==> src/rtl/mc_ctrl_pkg.sv <==
// Shared types and constants for the multicycle ARM main controller.
//   state_t      : the ten controller states
//   ADR_*/SRCA_*/SRCB_*/RES_* : datapath selector encodings
//   OP_*         : instr[27:26] major opcode classes
//   ctrl_word_t  : Moore control word produced for each state
//   wait_cnt_width() : width of the memory wait counter for a given limit
package mc_ctrl_pkg;

    typedef enum logic [3:0] {
        FETCH    = 4'd0,
        DECODE   = 4'd1,
        MEMADR   = 4'd2,
        MEMREAD  = 4'd3,
        MEMWB    = 4'd4,
        MEMWRITE = 4'd5,
        EXECR    = 4'd6,
        EXECI    = 4'd7,
        ALUWB    = 4'd8,
        BRANCH   = 4'd9
    } state_t;

    // Memory address source
    localparam logic ADR_PC     = 1'b0;
    localparam logic ADR_ALURES = 1'b1;

    // ALU operand A source
    localparam logic SRCA_RD1 = 1'b0;
    localparam logic SRCA_PC  = 1'b1;

    // ALU operand B source
    localparam logic [1:0] SRCB_RD2    = 2'b00;
    localparam logic [1:0] SRCB_EXTIMM = 2'b01;
    localparam logic [1:0] SRCB_FOUR   = 2'b10;

    // Result bus source
    localparam logic [1:0] RES_ALUOUT = 2'b00;
    localparam logic [1:0] RES_DATA   = 2'b01;
    localparam logic [1:0] RES_ALURES = 2'b10;

    // Major opcode classes
    localparam logic [1:0] OP_DP  = 2'b00;
    localparam logic [1:0] OP_MEM = 2'b01;
    localparam logic [1:0] OP_BR  = 2'b10;

    // Raw per-state control word. fetch_load marks the state in which IR load
    // and PC+4 happen; the FSM qualifies it with mem_ready.
    typedef struct packed {
        logic       mem_req;
        logic       fetch_load;
        logic       branch;
        logic       reg_w;
        logic       mem_w;
        logic       adr_src;
        logic       alu_src_a;
        logic [1:0] alu_src_b;
        logic [1:0] result_src;
        logic       alu_op;
    } ctrl_word_t;

    // Counter must hold values up to the limit; a limit of 0 or 1 still gets
    // one bit so the vector is never empty.
    function automatic int wait_cnt_width(input int limit);
        return (limit < 2) ? 1 : $clog2(limit + 1);
    endfunction

endpackage

==> src/rtl/multicycle_ctrl_fsm_if.sv <==
// Bus between the main controller and the datapath / memory side.
// Parameter CNT_W: width of instr_count (must match the controller's CNT_W).
// Modports:
//   master : the controller (reads op/funct/mem_ready, drives controls)
//   slave  : datapath and memory (drives op/funct/mem_ready, reads controls)
//
// Memory handshake: mem_req is the request ("valid") and mem_ready the
// completion ("ready"). An access is in flight in every cycle mem_req is high
// and completes in the cycle where mem_ready is sampled high together with
// mem_req; mem_ready while mem_req is low carries no meaning. mem_req stays
// high until completion, a wait-limit abort, or reset.
//
// state is a debug view of the controller state register.
interface multicycle_ctrl_fsm_if #(
    parameter int CNT_W = 32
);
    import mc_ctrl_pkg::*;

    logic [1:0]       op;
    logic [5:0]       funct;
    logic             mem_ready;

    logic             mem_req;
    logic             ir_write;
    logic             next_pc;
    logic             branch;
    logic             reg_w;
    logic             mem_w;
    logic             adr_src;
    logic             alu_src_a;
    logic [1:0]       alu_src_b;
    logic [1:0]       result_src;
    logic             alu_op;
    logic             illegal_op;
    logic             mem_timeout;
    logic [CNT_W-1:0] instr_count;
    state_t           state;

    modport master (
        input  op, funct, mem_ready,
        output mem_req, ir_write, next_pc, branch, reg_w, mem_w,
               adr_src, alu_src_a, alu_src_b, result_src, alu_op,
               illegal_op, mem_timeout, instr_count, state
    );

    modport slave (
        output op, funct, mem_ready,
        input  mem_req, ir_write, next_pc, branch, reg_w, mem_w,
               adr_src, alu_src_a, alu_src_b, result_src, alu_op,
               illegal_op, mem_timeout, instr_count, state
    );

endinterface

==> src/rtl/mc_state_decode.sv <==
// Combinational map from controller state to the raw Moore control word.
// Ports:
//   state : current controller state
//   ctrl  : control word for that state (unlisted fields are 0)
module mc_state_decode
    import mc_ctrl_pkg::*;
(
    input  state_t     state,
    output ctrl_word_t ctrl
);

    always_comb begin
        ctrl = '0;
        case (state)
            FETCH: begin
                ctrl.mem_req    = 1'b1;
                ctrl.fetch_load = 1'b1;
                ctrl.adr_src    = ADR_PC;
                ctrl.alu_src_a  = SRCA_PC;
                ctrl.alu_src_b  = SRCB_FOUR;
                ctrl.result_src = RES_ALURES;
            end
            DECODE: begin
                ctrl.alu_src_a  = SRCA_PC;
                ctrl.alu_src_b  = SRCB_FOUR;
                ctrl.result_src = RES_ALURES;
            end
            MEMADR: begin
                ctrl.alu_src_b  = SRCB_EXTIMM;
            end
            MEMREAD: begin
                ctrl.mem_req    = 1'b1;
                ctrl.adr_src    = ADR_ALURES;
            end
            MEMWB: begin
                ctrl.result_src = RES_DATA;
                ctrl.reg_w      = 1'b1;
            end
            MEMWRITE: begin
                ctrl.mem_req    = 1'b1;
                ctrl.adr_src    = ADR_ALURES;
                ctrl.mem_w      = 1'b1;
            end
            EXECR: begin
                ctrl.alu_op     = 1'b1;
                ctrl.alu_src_b  = SRCB_RD2;
            end
            EXECI: begin
                ctrl.alu_op     = 1'b1;
                ctrl.alu_src_b  = SRCB_EXTIMM;
            end
            ALUWB: begin
                ctrl.reg_w      = 1'b1;
                ctrl.result_src = RES_ALUOUT;
            end
            BRANCH: begin
                ctrl.alu_src_b  = SRCB_EXTIMM;
                ctrl.result_src = RES_ALURES;
                ctrl.branch     = 1'b1;
            end
            default: ctrl = '0;
        endcase
    end

endmodule

==> src/rtl/multicycle_ctrl_fsm.sv <==
// Main Moore FSM of the multicycle ARM controller. Walks the shared datapath
// through fetch / decode / execute / memory / writeback and stalls on the
// memory handshake. RegW, MemW, NextPC and Branch leave here ungated; the
// downstream condition logic applies CondEx.
// Parameters:
//   CNT_W      : width of instr_count
//   WAIT_LIMIT : max cycles spent waiting on mem_ready; 0 = wait forever
// Ports:
//   clk   : clock, rising edge
//   reset : asynchronous, active-high
//   bus   : multicycle_ctrl_fsm_if.master (op/funct/mem_ready in, controls,
//           illegal_op/mem_timeout pulses, instr_count and debug state out)
// Optional build macro MC_FSM_PERF_EN: adds the retired-instruction counter;
// without it instr_count is tied to 0 and no counter flops exist.
module multicycle_ctrl_fsm
    import mc_ctrl_pkg::*;
#(
    parameter int CNT_W      = 32,
    parameter int WAIT_LIMIT = 0
) (
    input  logic                  clk,
    input  logic                  reset,
    multicycle_ctrl_fsm_if.master bus
);

    localparam int WAIT_W = wait_cnt_width(WAIT_LIMIT);
    // Value of the wait counter during the last allowed waiting cycle.
    localparam logic [WAIT_W-1:0] WAIT_LAST =
        WAIT_W'((WAIT_LIMIT > 0) ? WAIT_LIMIT - 1 : 0);

    state_t            state_q, state_d;
    logic [WAIT_W-1:0] wait_q, wait_d;
    logic              illegal_q, illegal_d;
    logic              timeout_q, timeout_d;
    ctrl_word_t        ctrl;
    logic              waiting;
    logic              timeout_hit;

    mc_state_decode u_state_decode (
        .state (state_q),
        .ctrl  (ctrl)
    );

    assign waiting = ctrl.mem_req & ~bus.mem_ready;

    // Abort on the WAIT_LIMIT-th consecutive waiting cycle. A mem_ready in
    // that cycle clears 'waiting', so a late completion still wins.
    assign timeout_hit = (WAIT_LIMIT > 0) && waiting && (wait_q == WAIT_LAST);

    // ---------------- state register ----------------
    always_ff @(posedge clk or posedge reset) begin
        if (reset) begin
            state_q   <= FETCH;
            wait_q    <= '0;
            illegal_q <= 1'b0;
            timeout_q <= 1'b0;
        end else begin
            state_q   <= state_d;
            wait_q    <= wait_d;
            illegal_q <= illegal_d;
            timeout_q <= timeout_d;
        end
    end

    // ---------------- next-state logic ----------------
    always_comb begin
        state_d   = state_q;
        illegal_d = 1'b0;
        case (state_q)
            FETCH:    if (bus.mem_ready) state_d = DECODE;
            DECODE: begin
                case (bus.op)
                    OP_DP:   state_d = bus.funct[5] ? EXECI : EXECR;
                    OP_MEM:  state_d = MEMADR;
                    OP_BR:   state_d = BRANCH;
                    default: begin
                        state_d   = FETCH;
                        illegal_d = 1'b1;
                    end
                endcase
            end
            MEMADR:   state_d = bus.funct[0] ? MEMREAD : MEMWRITE;
            MEMREAD:  if (bus.mem_ready) state_d = MEMWB;
            MEMWRITE: if (bus.mem_ready) state_d = FETCH;
            EXECR:    state_d = ALUWB;
            EXECI:    state_d = ALUWB;
            ALUWB:    state_d = FETCH;
            MEMWB:    state_d = FETCH;
            BRANCH:   state_d = FETCH;
            default:  state_d = FETCH;
        endcase

        // A stalled access is abandoned and the controller refetches.
        if (timeout_hit) state_d = FETCH;

        timeout_d = timeout_hit;

        // A timeout in FETCH does not change state, so it clears explicitly.
        if (timeout_hit || (state_d != state_q)) begin
            wait_d = '0;
        end else if (waiting) begin
            wait_d = wait_q + 1'b1;
        end else begin
            wait_d = wait_q;
        end
    end

    // ---------------- output logic ----------------
    // Strobes are masked by reset itself so an access in flight is dropped
    // as soon as reset rises, not at the next clock edge.
    always_comb begin
        bus.mem_req     = ctrl.mem_req;
        bus.ir_write    = ctrl.fetch_load & bus.mem_ready;
        bus.next_pc     = ctrl.fetch_load & bus.mem_ready;
        bus.branch      = ctrl.branch;
        bus.reg_w       = ctrl.reg_w;
        bus.mem_w       = ctrl.mem_w;
        if (reset) begin
            bus.mem_req  = 1'b0;
            bus.ir_write = 1'b0;
            bus.next_pc  = 1'b0;
            bus.branch   = 1'b0;
            bus.reg_w    = 1'b0;
            bus.mem_w    = 1'b0;
        end
        bus.adr_src     = ctrl.adr_src;
        bus.alu_src_a   = ctrl.alu_src_a;
        bus.alu_src_b   = ctrl.alu_src_b;
        bus.result_src  = ctrl.result_src;
        bus.alu_op      = ctrl.alu_op;
        bus.illegal_op  = illegal_q;
        bus.mem_timeout = timeout_q;
        bus.state       = state_q;
    end

    // ---------------- retired-instruction counter ----------------
`ifdef MC_FSM_PERF_EN
    logic             retire;
    logic [CNT_W-1:0] count_q;

    // Completion points of legal instructions; a MEMWRITE abort has
    // mem_ready low and so never counts.
    assign retire = (state_q == ALUWB) || (state_q == MEMWB) ||
                    (state_q == BRANCH) ||
                    ((state_q == MEMWRITE) && bus.mem_ready);

    always_ff @(posedge clk or posedge reset) begin
        if (reset) begin
            count_q <= '0;
        end else if (retire) begin
            count_q <= count_q + 1'b1;
        end
    end

    assign bus.instr_count = count_q;
`else
    assign bus.instr_count = {CNT_W{1'b0}};
`endif

endmodule

==> src/flat_wrapper.sv <==
// flat-port wrapper written by rule: the top's interface ports become plain ports
module multicycle_ctrl_fsm_flat import mc_ctrl_pkg::*;
#(
    parameter int CNT_W      = 32,
    parameter int WAIT_LIMIT = 0
)
  (clk, reset, bus_op, bus_funct, bus_mem_ready, bus_mem_req, bus_ir_write, bus_next_pc, bus_branch, bus_reg_w, bus_mem_w, bus_adr_src, bus_alu_src_a, bus_alu_src_b, bus_result_src, bus_alu_op, bus_illegal_op, bus_mem_timeout, bus_instr_count, bus_state);
  multicycle_ctrl_fsm_if #(.CNT_W(CNT_W)) bus_i ();
  input  logic clk;
  input  logic reset;
  input wire logic [$bits(bus_i.op)-1:0] bus_op;
  input wire logic [$bits(bus_i.funct)-1:0] bus_funct;
  input wire logic [$bits(bus_i.mem_ready)-1:0] bus_mem_ready;
  output wire logic [$bits(bus_i.mem_req)-1:0] bus_mem_req;
  output wire logic [$bits(bus_i.ir_write)-1:0] bus_ir_write;
  output wire logic [$bits(bus_i.next_pc)-1:0] bus_next_pc;
  output wire logic [$bits(bus_i.branch)-1:0] bus_branch;
  output wire logic [$bits(bus_i.reg_w)-1:0] bus_reg_w;
  output wire logic [$bits(bus_i.mem_w)-1:0] bus_mem_w;
  output wire logic [$bits(bus_i.adr_src)-1:0] bus_adr_src;
  output wire logic [$bits(bus_i.alu_src_a)-1:0] bus_alu_src_a;
  output wire logic [$bits(bus_i.alu_src_b)-1:0] bus_alu_src_b;
  output wire logic [$bits(bus_i.result_src)-1:0] bus_result_src;
  output wire logic [$bits(bus_i.alu_op)-1:0] bus_alu_op;
  output wire logic [$bits(bus_i.illegal_op)-1:0] bus_illegal_op;
  output wire logic [$bits(bus_i.mem_timeout)-1:0] bus_mem_timeout;
  output wire logic [$bits(bus_i.instr_count)-1:0] bus_instr_count;
  output wire logic [$bits(bus_i.state)-1:0] bus_state;
  assign bus_i.op = bus_op;
  assign bus_i.funct = bus_funct;
  assign bus_i.mem_ready = bus_mem_ready;
  assign bus_mem_req = bus_i.mem_req;
  assign bus_ir_write = bus_i.ir_write;
  assign bus_next_pc = bus_i.next_pc;
  assign bus_branch = bus_i.branch;
  assign bus_reg_w = bus_i.reg_w;
  assign bus_mem_w = bus_i.mem_w;
  assign bus_adr_src = bus_i.adr_src;
  assign bus_alu_src_a = bus_i.alu_src_a;
  assign bus_alu_src_b = bus_i.alu_src_b;
  assign bus_result_src = bus_i.result_src;
  assign bus_alu_op = bus_i.alu_op;
  assign bus_illegal_op = bus_i.illegal_op;
  assign bus_mem_timeout = bus_i.mem_timeout;
  assign bus_instr_count = bus_i.instr_count;
  assign bus_state = bus_i.state;
  multicycle_ctrl_fsm #(.CNT_W(CNT_W), .WAIT_LIMIT(WAIT_LIMIT)) u_core (.clk(clk), .reset(reset), .bus(bus_i));
endmodule
==> config.mk <==
export PLATFORM = sky130hd
export DESIGN_NAME = multicycle_ctrl_fsm_flat
export DESIGN_NICKNAME = d
export VERILOG_FILES = /design/src/rtl/mc_ctrl_pkg.sv /design/src/rtl/multicycle_ctrl_fsm_if.sv /design/src/rtl/mc_state_decode.sv /design/src/rtl/multicycle_ctrl_fsm.sv /design/src/flat_wrapper.sv
export SDC_FILE = /design/constraint.sdc
export NUM_CORES = 1
export LEC_CHECK = 0
export ABC_AREA = 0
export CELL_PAD_IN_SITES_DETAIL_PLACEMENT = 0
export CELL_PAD_IN_SITES_GLOBAL_PLACEMENT = 1
export CORE_MARGIN = 4
export CORE_UTILIZATION = 18
export DETAILED_ROUTE_END_ITERATION = 10
export GPL_ROUTABILITY_DRIVEN = 0
export PLACE_DENSITY = 0.83
export SYNTH_ARGS = -nofsm -noshare
export SYNTH_HDL_FRONTEND = slang
export SYNTH_SLANG_ARGS = --single-unit
==> constraint.sdc <==
create_clock -name clk -period 1.15 [get_ports clk]
set_input_delay 0.115 -clock clk [delete_from_list [all_inputs] [get_ports clk]]
set_output_delay 0.115 -clock clk [all_outputs]
set_load 0.05 [all_outputs]
# After elaboration in Yosys (flattened, before gate mapping)
# Cells that the tools add are included.
totals:
  register_bits: 5
  in_bits: 11
  word_cells: 52
classes:
  reduce_logical: 11
  bitwise: 1
  muxes: 24
  n_eq_ne: 14
ops:
  columns: ["cell", "count"]
  rows:
  - ["4-bit case mux with 6 select lines", 1]
  - ["4-bit by 3-bit == test with 1-bit output, second input constant", 4]
  - ["1-bit two-way mux", 16]
  - ["4-bit two-way mux", 3]
  - ["4-bit case mux with 3 select lines", 1]
  - ["3-bit OR reduction", 4]
  - ["4-bit by 2-bit == test with 1-bit output, second input constant", 2]
  - ["4-bit == test, second input constant", 2]
  - ["2-bit case mux with 2 select lines", 2]
  - ["2-bit OR reduction", 4]
  - ["2-bit != test, second input constant", 3]
  - ["4-bit by 1-bit == test with 1-bit output, second input constant", 1]
  - ["4-bit zero test", 1]
  - ["3-bit two-way mux", 1]
  - ["3-bit AND reduction", 1]
  - ["2-bit by 1-bit == test with 1-bit output, second input constant", 1]
  - ["2-bit == test, second input constant", 1]
  - ["2-bit zero test", 1]
  - ["1-bit AND", 1]

# Logic depth before layout (Yosys ltp)
depth:
  ltp_word: 4
  ltp_mapped: 4
  mapped_depth_nobuf: 3

# By module
# A second synthesis with hierarchy kept.
hier_totals:
  cells_unflattened: 94
  area_unflattened_um2: 747.0
modules_own_cells:
  columns: ["mod", "seq_area_each_um2", "instances", "cells_each", "area_per_inst_um2"]
  rows:
  - ["multicycle_ctrl_fsm", 125.1, 1, 72, 581.8]
  - ["mc_state_decode", 0.0, 1, 22, 165.2]

# Least setup slack after synthesis
# Ideal clock, no wire load.
synth_path:
  path_kind: "flip-flop to output port"
  startpoint: "register u_core.state_q[3] (netlist: u_core.bus.state[3])"
  endpoint: "output bus_branch"
  required_time_ps: 1035
  t_arrival_ps: 2555
  setup_slack_ps: -1520
  stages_incl_launch_ff: 3
  path_buffers: 1
  path_cell_list: "dfrtp_1 > buf_2 > nor4b_1"
synth_via:
  elab_chain_cells: 3
synth_lines:
  columns: ["element", "line", "rtl"]
  rows:
  - ["start, declared", "multicycle_ctrl_fsm.sv:31", "state_t state_q, state_d;"]
  - ["start signal, assigned", "multicycle_ctrl_fsm.sv:58", "state_q <= state_d;"]
  - ["4-bit == test", "mc_state_decode.sv:14", "case (state)"]
  - ["1-bit two-way mux", "mc_state_decode.sv:14", null]
  - ["1-bit two-way mux", "multicycle_ctrl_fsm.sv:118", "if (reset) begin"]
  - ["end, declared", "flat_wrapper.sv:17", "output wire logic [$bits(bus_i.branch)-1:0] bus_branch;"]
# No other way between the ends.

# Worst setup path after layout
layout_path:
  startpoint: "register u_core.state_q[1] (netlist: u_core.bus.state[1])"
  endpoint: "output bus_alu_src_b[0]"
layout_via:
  elab_chain_cells: 3
  word_cells_on_any_way: 8
layout_lines:
  columns: ["element", "line", "rtl"]
  rows:
  - ["4-bit == test, or another cell as far along", "mc_state_decode.sv:14", null]
  - ["3-bit OR reduction (no line) or 2-bit OR reduction (tied branches)", null, null]
  - ["2-bit case mux with 2 select lines *", "mc_state_decode.sv:14", null]
  - ["end, declared", "flat_wrapper.sv:22", "output wire logic [$bits(bus_i.alu_src_b)-1:0] bus_alu_src_b;"]
# Mark *: on every way between the ends. The rest lies on a longest branch, timed or not.

==> flow_metrics.py <==
metrics = {
    "sta": {
        "hold_viol_final": 0,
        "fmax_ghz": 0.638,
        "post-route-period-util_pct": 136,
        "setup_viol": 20,
        "worst_slack_ps": -416,
        "timing.final.crit_period_ps": 1570,
        "rsz0062_at_grt": "yes",
        "clock_skew_ps": 4.70,
        "slew_violations": 0,
    },
    "cells_and_area": {
        "fin_util_pct": 43.1,
        "multi_input_area_um2": 631,
        "drive_gt1_share_pct": 59.6,
        "diodes": 0,
        "area_growth_pct": 126,
        "nets": 158,
        "seq_area_um2": 135,
        "nFillCells": 352,
    },
    "detailed_routing": {
        "drtPass1Iterations": 2,
        "postRouteWirelength_um": 2240,
        "remaining_drc_errors": 0,
        "drt-vias-per-instance": 3.74,
        "wire_per_inst_um": 11.6,
        "drt_iter0_markers": 12,
        "via_count": 726,
        "final_antenna_net_count": 0,
    },
    "global_route": {
        "antenna_found_initial": 0,
        "grt_max_degree": 7,
        "grt_pass1_wl_um": 3320,
        "grt_pass1_vias": 716,
        "grt_usage_pct": 8.37,
        "globalRouteOverflowTotal": 0,
    },
    "place": {
        "place.detailed.hpwl_um": 1700,
        "dp_slack_ps": -202,
        "numPortBuffers": 24,
    },
    "logic_synthesis": {
        "syn_avg_cell_area_um2": 7.81,
        "synth_ff_type": "dfrtp_1",
        "yosys-top-cells-area": "buf_4, dfrtp_1, nor3_1",
        "yosysSeqAreaShare_pct": 17.4,
        "ys_ff_latch": 5,
        "syn_area_um2": 718,
        "synth_top_area_share_pct": 36.6,
        "synth_cells": 92,
        "synth_edf_count": 0,
        "yosys_warnings": 0,
        "synthArstFlopShare_pct": 100,
        "synth_top_area_cell": "buf_4",
        "synthDistinctLibCells": 34,
    },
    "setup_path": {
        "path_class": "flop to output pin",
        "ff2ff_path_depth": 6,
        "crit_required_ps": 1030,
        "arrival_ps": 1450,
        "timing.rr.start": "u_core.bus.state[0]",
        "endpoint_kind": "output pin",
        "worstPathMaxFanout": 6,
        "start_kind": "flop",
        "r2r-end": "u_core.bus.state[2]",
        "r2r_slack_ps": -320,
    },
    "clock_network": {
        "cts.sinks": 5,
        "holdBufCountCts": 0,
        "htree_levels": 1,
        "cts_inserted_buffers": 3,
        "cts_root_buf": "clkbuf_8",
        "cts_tree": "built",
        "cts_buffer_depth": 2,
        "clkLatencyLatePin_ps": 220,
        "clk_pin_slew_ps": 40,
    },
    "floorplan": {
        "core-area_um2": 3770,
        "die_w_um": 71.2,
        "pin_count": 62,
        "fp.dieH_um": 71.2,
        "initial_core_util_pct": 19.0,
        "die-area_um2": 5060,
        "num_rows": 22,
    },
    "power_and_ir_drop": {
        "ir_worst_vdd_v": 0.000987,
        "total_power_uw": 4570,
        "p_leak_uw": 0.000707,
        "p_per_area_nw_per_um2": 2810,
    },
    "status": {
        "violations": "negative setup slack",
        "outcome": "finished with violations",
    },
    "worst_hold_path": {
        "worstHoldPathType": "input pin to async pin",
    },
    "job": {
        "drv_cap": 0,
    },
}
## worst max-delay path, cell delays in order, from the launching register on
cell and delay, ps:
dfrtp_4 480, buf_6 150, nand2b_4 60, o21a_1 210, o32ai_4 150, buf_12 170
## power by group
part / switching (uW) / internal, uW
registers: 112 / 251
clock network: 85.6 / 238
logic: 1980 / 1900
total: 2180 / 2390
## area by class of cell
class                      instances  share of cell area [%]
timing repair buffer              56                    45.3
multi-input combinational         78                    38.8
sequential                         5                    8.31
tap                               48                    3.70
clock buffer                       4                    2.77
inverter                           3                    1.08
## worst max-delay path by stage
stage	startpoint	endpoint	slack (ps)	depth (start not counted)
2_1_floorplan	u_core.bus.state[0]	bus_mem_req	-410	4
3_3_place_gp	u_core.bus.state[1]	bus_mem_req	-190	4
3_5_place_dp	u_core.bus.state[1]	bus_branch	-200	3
4_1_cts	u_core.bus.state[0]	bus_alu_src_b[0]	-390	3
5_1_grt	u_core.bus.state[1]	bus_alu_src_b[0]	-470	5
6_report	u_core.bus.state[1]	bus_alu_src_b[0]	-420	5
## flip-flops by register name, summed over array words and instances, names as in the netlist
register / flops
u_core.bus.illegal_op: 1
u_core.bus.state: 4
## kinds of logic after synthesis
group,count (synthesis),synth area share [%]
AO/OA/AOI/OAI,10,10.3
XOR/XNOR,3,3.66
buffers and inverters,41,41.1
flip-flops,5,17.4
multiplexers,1,1.39
other,1,0.522
AND/OR/NAND/NOR,31,25.6
## cells in the final DEF, fill, tap and decap left out, types with 2 or more instances in the layout
cell	n
and3_4	2
buf_12	19
nor2_1	3
o21ai_2	2
dfrtp_2	2
clkdlybuf4s50_1	6
nor2_4	2
nand3_1	2
buf_4	14
nor2b_4	3
buf_6	17
nor3_4	6
clkbuf_8	3
conb_1	33
nand2b_4	3
nor2_2	2
dfrtp_4	2
## cells in the mapped netlist (2+ instances only)
cell and instances:
nor3_1 6, nand2b_1 3, buf_2 2, inv_1 2
buf_4 35, xnor2_1 2, nor2b_1 3, nor2_1 7
nand3_1 2, dfrtp_1 5, and3_1 2
## metal layers
metal  GRT usage, %  part of all wire, %  up-vias
met1           10.0                   39      336
met5              0                    0        -
met3           1.28                  7.7        4
met4           5.01                  1.9        0
li1               -                    -      346
met2           14.0                   52       40
## timing repair
action / 4_1_cts / 5_1_grt
resized for setup: 24 / 11
hold endpoints to repair: 0 / 0
setup endpoints to repair: 18 / 21
gates cloned: 0 / 0
pin swaps: 13 / 8
buffers inserted: 9 / 5
## metrics by stage
step / std cells / setup TNS (ps) / hold slack, ps / area [um^2]
after floorplan: 124 / -3950 / -107 / 1040
after global placement: 179 / -1910 / 581 / 1360
after detailed placement: 179 / -2050 / 617 / 1360
after CTS: 190 / -5530 / 399 / 1550
after global routing: 194 / -6790 / 445 / 1630
final: 194 / -5940 / 413 / 1630
Power figures use the tool's default switching activity.
